[config.mk]
export PLATFORM = sky130hd
export DESIGN_NAME = decode_stage_flat
export DESIGN_NICKNAME = d
export VERILOG_FILES = /design/src/rtl/decode_stage_if.sv /design/src/rtl/decode_stage.sv /design/src/flat_wrapper.sv
export SDC_FILE = /design/constraint.sdc
export NUM_CORES = 2
export LEC_CHECK = 0
export BUFFER_PORTS_ARGS = -buffer_cell sky130_fd_sc_hd__buf_2
export CAP_MARGIN = 20
export CELL_PAD_IN_SITES_DETAIL_PLACEMENT = 0
export CELL_PAD_IN_SITES_GLOBAL_PLACEMENT = 2
export CORE_ASPECT_RATIO = 1.75
export CORE_MARGIN = 2
export CORE_UTILIZATION = 40
export CTS_CLUSTER_SIZE = 12
export DETAILED_ROUTE_END_ITERATION = 10
export GPL_ROUTABILITY_DRIVEN = 1
export GPL_TIMING_DRIVEN = 1
export PLACE_DENSITY = 0.88
export SYNTH_ARGS = -nofsm -noshare
export SYNTH_HDL_FRONTEND = slang
export SYNTH_SLANG_ARGS = --single-unit
[constraint.sdc]
create_clock -name clk -period 4.2 [get_ports clk]
set_input_delay 0.42 -clock clk [delete_from_list [all_inputs] [get_ports clk]]
set_output_delay 0.42 -clock clk [all_outputs]
set_load 0.05 [all_outputs]
[src/rtl/decode_stage_if.sv]
// ID-stage bus: IF/ID slot, pipeline control, writeback port and the ID/EX register outputs.
interface decode_stage_if #(parameter int XLEN = 32);
  logic            if_valid;
  logic [31:0]     if_instr;
  logic [XLEN-1:0] if_pc;
  logic            stall, flush;
  logic            wb_en;
  logic [4:0]      wb_rd;
  logic [XLEN-1:0] wb_data;
  logic            id_ready, id_valid;
  logic [XLEN-1:0] id_pc, id_rs1_data, id_rs2_data, id_imm;
  logic [4:0]      id_rd;
  logic [2:0]      id_funct3;
  logic [7:0]      id_ctrl;
  logic            id_illegal;

  modport master (
    output if_valid, if_instr, if_pc, stall, flush, wb_en, wb_rd, wb_data,
    input  id_ready, id_valid, id_pc, id_rs1_data, id_rs2_data, id_imm,
           id_rd, id_funct3, id_ctrl, id_illegal
  );
  modport slave (
    input  if_valid, if_instr, if_pc, stall, flush, wb_en, wb_rd, wb_data,
    output id_ready, id_valid, id_pc, id_rs1_data, id_rs2_data, id_imm,
           id_rd, id_funct3, id_ctrl, id_illegal
  );
endinterface

[src/rtl/decode_stage.sv]
// RV32I/E decode stage: register file, immediate generation, control table,
// load-use interlock and the ID/EX pipeline register.
module decode_stage #(
  parameter int XLEN   = 32,
  parameter int NREGS  = 32,
  parameter int BYPASS = 1
) (
  input logic          clk,
  input logic          rst,
  decode_stage_if.slave bus
);
  localparam int AW = (NREGS > 1) ? $clog2(NREGS) : 1;
  localparam logic [6:0] OP_R  = 7'b0110011, OP_I   = 7'b0010011, OP_LD  = 7'b0000011,
                         OP_ST = 7'b0100011, OP_BR  = 7'b1100011, OP_JAL = 7'b1101111,
                         OP_JR = 7'b1100111, OP_LUI = 7'b0110111, OP_AUI = 7'b0010111;
  localparam int C_MR = 6;

  logic [XLEN-1:0] rf [NREGS];
  logic [31:0]     ins, imm32, imm_i, imm_s, imm_b, imm_u, imm_j;
  logic [4:0]      rs1, rs2, rd, h_rs1, h_rs2;
  logic [XLEN-1:0] rs1_val, rs2_val;
  logic [7:0]      ctrl;
  logic            known, use1, use2, userd, illegal, hazard, wr_ok;

  function automatic logic in_rng(input logic [4:0] r);
    return int'(r) < NREGS;
  endfunction

  assign ins   = bus.if_instr;
  assign rs1   = ins[19:15];
  assign rs2   = ins[24:20];
  assign rd    = ins[11:7];
  assign wr_ok = bus.wb_en && (bus.wb_rd != 5'd0) && in_rng(bus.wb_rd);

  // Out-of-range sources read as zero; the instruction is flagged illegal anyway.
  always_comb begin
    rs1_val = '0;
    rs2_val = '0;
    if (rs1 != 5'd0 && in_rng(rs1))
      rs1_val = (BYPASS != 0 && wr_ok && bus.wb_rd == rs1) ? bus.wb_data : rf[rs1[AW-1:0]];
    if (rs2 != 5'd0 && in_rng(rs2))
      rs2_val = (BYPASS != 0 && wr_ok && bus.wb_rd == rs2) ? bus.wb_data : rf[rs2[AW-1:0]];
  end

  assign imm_i = {{20{ins[31]}}, ins[31:20]};
  assign imm_s = {{20{ins[31]}}, ins[31:25], ins[11:7]};
  assign imm_b = {{19{ins[31]}}, ins[31], ins[7], ins[30:25], ins[11:8], 1'b0};
  assign imm_u = {ins[31:12], 12'b0};
  assign imm_j = {{11{ins[31]}}, ins[31], ins[19:12], ins[20], ins[30:21], 1'b0};

  // ctrl = {RegWrite,MemRead,MemWrite,ALUSrc,Branch,MemtoReg,Jump,AUIPC}
  always_comb begin
    known = 1'b1;
    ctrl  = '0;
    imm32 = '0;
    use1  = 1'b0;
    use2  = 1'b0;
    userd = 1'b0;
    case (ins[6:0])
      OP_R:   begin ctrl = 8'h80; use1 = 1'b1; use2 = 1'b1; userd = 1'b1; end
      OP_I:   begin ctrl = 8'h90; imm32 = imm_i; use1 = 1'b1; userd = 1'b1; end
      OP_LD:  begin ctrl = 8'hD4; imm32 = imm_i; use1 = 1'b1; userd = 1'b1; end
      OP_ST:  begin ctrl = 8'h30; imm32 = imm_s; use1 = 1'b1; use2 = 1'b1; end
      OP_BR:  begin ctrl = 8'h08; imm32 = imm_b; use1 = 1'b1; use2 = 1'b1; end
      OP_JAL: begin ctrl = 8'h82; imm32 = imm_j; userd = 1'b1; end
      OP_JR:  begin ctrl = 8'h92; imm32 = imm_i; use1 = 1'b1; userd = 1'b1; end
      OP_LUI: begin ctrl = 8'h90; imm32 = imm_u; userd = 1'b1; end
      OP_AUI: begin ctrl = 8'h91; imm32 = imm_u; userd = 1'b1; end
      default: known = 1'b0;
    endcase
  end

  assign illegal = !known || (use1 && !in_rng(rs1)) || (use2 && !in_rng(rs2)) ||
                   (userd && !in_rng(rd));
  assign hazard  = bus.id_valid && bus.id_ctrl[C_MR] && (bus.id_rd != 5'd0) && bus.if_valid &&
                   ((use1 && rs1 == bus.id_rd) || (use2 && rs2 == bus.id_rd));
  assign bus.id_ready = !bus.stall && !bus.flush && !hazard;

  always_ff @(posedge clk) begin
    if (rst) begin
      for (int i = 0; i < NREGS; i++) rf[i] <= '0;
      bus.id_valid    <= 1'b0;
      bus.id_pc       <= '0;
      bus.id_rs1_data <= '0;
      bus.id_rs2_data <= '0;
      bus.id_imm      <= '0;
      bus.id_rd       <= '0;
      bus.id_funct3   <= '0;
      bus.id_ctrl     <= '0;
      bus.id_illegal  <= 1'b0;
      h_rs1           <= '0;
      h_rs2           <= '0;
    end else begin
      if (wr_ok) rf[bus.wb_rd[AW-1:0]] <= bus.wb_data;
      if (bus.flush) begin
        bus.id_valid   <= 1'b0;
        bus.id_ctrl    <= '0;
        bus.id_illegal <= 1'b0;
      end else if (bus.stall) begin
        // Held operands must track writebacks that land while EX is blocked.
        if (wr_ok && h_rs1 != 5'd0 && h_rs1 == bus.wb_rd) bus.id_rs1_data <= bus.wb_data;
        if (wr_ok && h_rs2 != 5'd0 && h_rs2 == bus.wb_rd) bus.id_rs2_data <= bus.wb_data;
      end else if (hazard) begin
        bus.id_valid   <= 1'b0;
        bus.id_ctrl    <= '0;
        bus.id_illegal <= 1'b0;
      end else begin
        bus.id_valid    <= bus.if_valid;
        bus.id_pc       <= bus.if_pc;
        bus.id_rs1_data <= rs1_val;
        bus.id_rs2_data <= rs2_val;
        bus.id_imm      <= XLEN'($signed(imm32));
        bus.id_rd       <= rd;
        bus.id_funct3   <= ins[14:12];
        bus.id_ctrl     <= (bus.if_valid && !illegal) ? ctrl : 8'h00;
        bus.id_illegal  <= bus.if_valid && illegal;
        h_rs1           <= rs1;
        h_rs2           <= rs2;
      end
    end
  end
endmodule
[src/flat_wrapper.sv]
// flat-port wrapper written by rule: the top's interface ports become plain ports
module decode_stage_flat 
#(
  parameter int XLEN   = 32,
  parameter int NREGS  = 32,
  parameter int BYPASS = 1
)
  (clk, rst, bus_if_valid, bus_if_instr, bus_if_pc, bus_stall, bus_flush, bus_wb_en, bus_wb_rd, bus_wb_data, bus_id_ready, bus_id_valid, bus_id_pc, bus_id_rs1_data, bus_id_rs2_data, bus_id_imm, bus_id_rd, bus_id_funct3, bus_id_ctrl, bus_id_illegal);
  decode_stage_if #(.XLEN(XLEN)) bus_i ();
  input logic clk;
  input logic rst;
  input wire logic [$bits(bus_i.if_valid)-1:0] bus_if_valid;
  input wire logic [$bits(bus_i.if_instr)-1:0] bus_if_instr;
  input wire logic [$bits(bus_i.if_pc)-1:0] bus_if_pc;
  input wire logic [$bits(bus_i.stall)-1:0] bus_stall;
  input wire logic [$bits(bus_i.flush)-1:0] bus_flush;
  input wire logic [$bits(bus_i.wb_en)-1:0] bus_wb_en;
  input wire logic [$bits(bus_i.wb_rd)-1:0] bus_wb_rd;
  input wire logic [$bits(bus_i.wb_data)-1:0] bus_wb_data;
  output wire logic [$bits(bus_i.id_ready)-1:0] bus_id_ready;
  output wire logic [$bits(bus_i.id_valid)-1:0] bus_id_valid;
  output wire logic [$bits(bus_i.id_pc)-1:0] bus_id_pc;
  output wire logic [$bits(bus_i.id_rs1_data)-1:0] bus_id_rs1_data;
  output wire logic [$bits(bus_i.id_rs2_data)-1:0] bus_id_rs2_data;
  output wire logic [$bits(bus_i.id_imm)-1:0] bus_id_imm;
  output wire logic [$bits(bus_i.id_rd)-1:0] bus_id_rd;
  output wire logic [$bits(bus_i.id_funct3)-1:0] bus_id_funct3;
  output wire logic [$bits(bus_i.id_ctrl)-1:0] bus_id_ctrl;
  output wire logic [$bits(bus_i.id_illegal)-1:0] bus_id_illegal;
  assign bus_i.if_valid = bus_if_valid;
  assign bus_i.if_instr = bus_if_instr;
  assign bus_i.if_pc = bus_if_pc;
  assign bus_i.stall = bus_stall;
  assign bus_i.flush = bus_flush;
  assign bus_i.wb_en = bus_wb_en;
  assign bus_i.wb_rd = bus_wb_rd;
  assign bus_i.wb_data = bus_wb_data;
  assign bus_id_ready = bus_i.id_ready;
  assign bus_id_valid = bus_i.id_valid;
  assign bus_id_pc = bus_i.id_pc;
  assign bus_id_rs1_data = bus_i.id_rs1_data;
  assign bus_id_rs2_data = bus_i.id_rs2_data;
  assign bus_id_imm = bus_i.id_imm;
  assign bus_id_rd = bus_i.id_rd;
  assign bus_id_funct3 = bus_i.id_funct3;
  assign bus_id_ctrl = bus_i.id_ctrl;
  assign bus_id_illegal = bus_i.id_illegal;
  decode_stage #(.XLEN(XLEN), .NREGS(NREGS), .BYPASS(BYPASS)) u_core (.clk(clk), .rst(rst), .bus(bus_i));
endmodule
==> insert_results.sql <==
INSERT INTO impl_metrics (metric_group, metric, value, unit) VALUES
('power_and_ir_drop', 'p_leak', '0.0250', 'uW'),
('die', 'die_x', '300', 'um'),
('global_routing', 'antenna_found_initial', '6', ''),
('route', 'met3_wirelength', '14600', 'um'),
('die', 'starting_utilization_of_the_core_area', '40.2', '%'),
('route', 'top_layer', 'met5', ''),
('synth', 'postSynth.topFlopCell', 'sky130_fd_sc_hd__edfxtp_1', ''),
('final_layout', 'num-fill-cells', '13673', ''),
('cts', 'tritoncts_num_sinks', '1179', ''),
('synth', 'post-synth-top-area-fraction', '50.2', '%'),
('final_layout', 'final-seq-area', '33900', 'um2'),
('cts', 'clk_pin_slew_worst_paths', '0.06', 'ns'),
('die', 'die_area', '157000', 'um2'),
('route', 'dr.pass1.iters', '6', ''),
('final_layout', 'layout.nets', '4972', ''),
('critical_path', 'ff2ff_path_depth', '9', ''),
('timing', 'timing_worst_slew_pin_value', '1.12', 'ns'),
('cts', 'cts_htree_levels', '3', ''),
('critical_path', 'worstSetupPathType', 'flop to output port', ''),
('placement', 'io_buffer_count', '253', ''),
('min_path', 'holdPathEnd', 'u_core.h_rs1[1]', ''),
('synth', 'ys_types', '72', ''),
('cts', 'worst_skew_pair.late_latency', '0.76', 'ns'),
('cts', 'clk_root_buffer_cell', 'sky130_fd_sc_hd__clkbuf_16', ''),
('global_routing', 'grt_max_degree', '75', ''),
('timing', 'report.final.slew_viol_count', '0', ''),
('critical_path', 'rr_startpoint', 'u_core.bus.id_rd[0]', ''),
('global_routing', 'grt_remaining_overflow', '0', ''),
('global_routing', 'grt_pass1_wl', '289000', 'um'),
('power_and_ir_drop', 'total_power', '26800', 'uW'),
('timing', 'min_cycle_time_layout', '3.55', 'ns'),
('synth', 'yosysWarnings', '0', ''),
('route', 'number_of_drc_markers_in_iteration_0', '4412', ''),
('route', 'post-route-drc-count', '0', ''),
('final_layout', 'multi_input_comb_area', '25800', 'um2'),
('synth', 'synth_enable_flop_cells', '1024', ''),
('die', 'area_of_the_core', '153000', 'um2'),
('critical_path', 'timing.critical_path.fanout_max', '25', ''),
('final_layout', 'design_area', '69300', 'um2'),
('synth', 'biggest_area_contributors_in_the_synthesized_netlist', 'sky130_fd_sc_hd__edfxtp_1, sky130_fd_sc_hd__and2_1, sky130_fd_sc_hd__mux4_2, sky130_fd_sc_hd__mux2i_1, sky130_fd_sc_hd__dfxtp_1', ''),
('min_path', 'hold_path.startpoint', 'bus_if_instr[16]', ''),
('synth', 'synth_sequential_area_ratio', '55.2', '%'),
('route', 'routed-via-count', '41775', ''),
('synth', 'ys_seq_elements', '1179', ''),
('global_routing', 'tot_gr_track_use', '25.5', '%'),
('route', 'met2_length', '107000', 'um'),
('critical_path', 'crit_required', '3.78', 'ns'),
('critical_path', 'r2r_end', 'u_core.bus.id_pc[2]', ''),
('placement', 'place.gp.congestion', '0.852', ''),
('critical_path', 'timing.critical_path.from_type', 'flop', ''),
('die', 'floorplan.io_pins', '254', ''),
('route', 'wl', '204000', 'um'),
('power_and_ir_drop', 'ir_worst_vdd', '312', 'uV'),
('timing', 'timing.clock.skew', '0.0420', 'ns'),
('timing', 'fin_setup_tns', '0', 'ns'),
('outcome', 'outcome', 'finished, final reports clean', ''),
('timing', 'timing.max_slew.rel_slack', '25.0', '%'),
('cts', 'cts_inserted_buffers', '113', ''),
('route', 'antenna_left', '0', ''),
('synth', 'asyncSetResetFlopFracSynth', '0', '%'),
('cts', 'deepest_clock_path_buffer_count', '3', ''),
('placement', 'hpwlAfterDp', '127000', 'um'),
('die', 'dieHeight', '522', 'um'),
('final_layout', 'final_cells', '6979', ''),
('route', 'avgViaCountPerCell', '5.99', ''),
('route', 'met1Wirelength', '69500', 'um'),
('timing', 'clock.fmax', '0.281', 'GHz'),
('critical_path', 'critPathArrivalTime', '3.13', 'ns'),
('cts', 'tritoncts', 'done', ''),
('synth', 'synth_largest_area_cell', 'sky130_fd_sc_hd__edfxtp_1', ''),
('timing', 'rsz_0062_raised_after_global_routing', 'no', '');
routing by layer:
metal  vias up  global-route usage, %
li1      18024                      -
met1     21104                   27.3
met4         4                   14.2
met2      2002                   47.0
met3       641                   4.43
met5         -                      0
per-stage QoR:
stage | utilization (%) | setup WS (ns)
6_report | 45.4 | 0.645
5_1_grt | 45.4 | 0.414
4_1_cts | 45.4 | 0.570
3_5_place_dp | 42.8 | 0.973
3_3_place_gp | 42.8 | 1.01
2_1_floorplan | - | 0.0923
state kept, by name (all words and copies together) (netlist names):
register	flops
u_core.bus.id_funct3	3
u_core.bus.id_illegal	1
u_core.bus.id_valid	1
u_core.h_rs1	5
u_core.h_rs2	5
u_core.bus.id_rd	5
u_core.rf	1024
u_core.bus.id_ctrl	7
u_core.bus.id_pc	32
u_core.bus.id_imm	32
u_core.bus.id_rs1_data	32
u_core.bus.id_rs2_data	32
how the worst max path moves through the flow:
stage                                    from                     to  slack [ns]  cells past startpoint
after detailed placement      bus_if_instr[6]  u_core.bus.id_imm[19]        0.97                      8
after CTS                 u_core.bus.id_rd[0]           bus_id_ready        0.57                      6
after global routing      u_core.bus.id_rd[0]    u_core.bus.id_pc[1]        0.41                      9
after global placement        bus_if_instr[6]  u_core.bus.id_imm[12]        1.01                      8
after floorplan                  bus_wb_rd[3]       u_core.rf[10][0]        0.09                      4
final                     u_core.bus.id_rd[0]           bus_id_ready        0.65                      6
cells in the final DEF, fill, tap and decap left out, types with 8 or more instances in the layout:
cell,n
sky130_fd_sc_hd__clkbuf_8,8
sky130_fd_sc_hd__inv_1,68
sky130_fd_sc_hd__buf_12,36
sky130_fd_sc_hd__xor2_1,14
sky130_fd_sc_hd__nor3_1,19
sky130_fd_sc_hd__and2_1,994
sky130_fd_sc_hd__edfxtp_1,1024
sky130_fd_sc_hd__a32o_1,69
sky130_fd_sc_hd__clkbuf_2,8
sky130_fd_sc_hd__nor2_2,26
sky130_fd_sc_hd__buf_4,114
sky130_fd_sc_hd__nand2_1,196
sky130_fd_sc_hd__nor2_1,161
sky130_fd_sc_hd__o221ai_1,64
sky130_fd_sc_hd__xnor2_1,14
sky130_fd_sc_hd__mux2i_1,384
sky130_fd_sc_hd__mux2_2,128
sky130_fd_sc_hd__a211oi_1,15
sky130_fd_sc_hd__o22ai_1,128
sky130_fd_sc_hd__clkbuf_1,68
sky130_fd_sc_hd__a21oi_1,135
sky130_fd_sc_hd__nand3_1,15
sky130_fd_sc_hd__a22oi_1,192
sky130_fd_sc_hd__dlygate4sd3_1,56
sky130_fd_sc_hd__dfxtp_1,155
sky130_fd_sc_hd__o221a_2,8
sky130_fd_sc_hd__buf_2,247
sky130_fd_sc_hd__conb_1,32
sky130_fd_sc_hd__clkbuf_16,114
sky130_fd_sc_hd__mux4_2,256
sky130_fd_sc_hd__o21ai_4,30
sky130_fd_sc_hd__o221a_1,56
sky130_fd_sc_hd__nand3b_1,15
kinds of logic after synthesis:
group,synth area share [%]
compound gates,8.88
xor+xnor,0.400
buf+inv,3.76
flops,55.2
mux,18.0
other cells,0.00612
simple gates,13.7
power by group:
part | total [uW] | switching, uW | leakage (uW) | internal, uW
Combinational | 3310 | 2080 | 0.0124 | 1230
Sequential | 13700 | 357 | 0.0110 | 13400
Clock | 9740 | 4460 | 0.00164 | 5290
cell usage after synthesis (6+ instances only):
library cell,instances
sky130_fd_sc_hd__buf_2,86
sky130_fd_sc_hd__a211oi_1,15
sky130_fd_sc_hd__a22oi_1,192
sky130_fd_sc_hd__o221ai_1,64
sky130_fd_sc_hd__nor3_1,20
sky130_fd_sc_hd__nor4_1,6
sky130_fd_sc_hd__mux2i_1,384
sky130_fd_sc_hd__nor2_1,189
sky130_fd_sc_hd__o22ai_1,128
sky130_fd_sc_hd__a21oi_1,135
sky130_fd_sc_hd__o221a_1,56
sky130_fd_sc_hd__o21ai_0,35
sky130_fd_sc_hd__clkbuf_1,364
sky130_fd_sc_hd__mux2_2,128
sky130_fd_sc_hd__xnor2_1,14
sky130_fd_sc_hd__dfxtp_1,155
sky130_fd_sc_hd__nand3_1,19
sky130_fd_sc_hd__buf_6,9
sky130_fd_sc_hd__and2_1,994
sky130_fd_sc_hd__buf_1,18
sky130_fd_sc_hd__o221a_2,8
sky130_fd_sc_hd__xor2_1,14
sky130_fd_sc_hd__edfxtp_1,1024
sky130_fd_sc_hd__a32o_1,69
sky130_fd_sc_hd__nor4b_1,7
sky130_fd_sc_hd__buf_4,8
sky130_fd_sc_hd__nand2_1,196
sky130_fd_sc_hd__nand4b_1,7
sky130_fd_sc_hd__nand3b_1,15
sky130_fd_sc_hd__inv_1,68
sky130_fd_sc_hd__mux4_2,256
timing repair:
item,CTS,global route
resized for setup,0,0
buffers inserted,0,0
hold endpoints to repair,59,0
hold buffers,56,0
setup endpoints to repair,0,0
final cells by class:
cell class,instances,area share [%]
Antenna cell,4,0.0144
Clock buffer,198,4.70
Clock inverter,11,0.193
Inverter,70,0.379
Multi-Input combinational cell,3043,37.3
Sequential cell,1179,48.8
Tap cell,2016,3.64
Timing Repair Buffer,458,4.97
critical path: stages (launching register included):
cell                        delay [ns]
sky130_fd_sc_hd__dfxtp_1          0.37
sky130_fd_sc_hd__or4_1            0.55
sky130_fd_sc_hd__o2111ai_2        0.35
sky130_fd_sc_hd__o41a_1           0.29
sky130_fd_sc_hd__nand3_2          0.10
sky130_fd_sc_hd__inv_2            0.36
sky130_fd_sc_hd__buf_2            0.35
No activity file was read; power rests on OpenSTA's default activity.
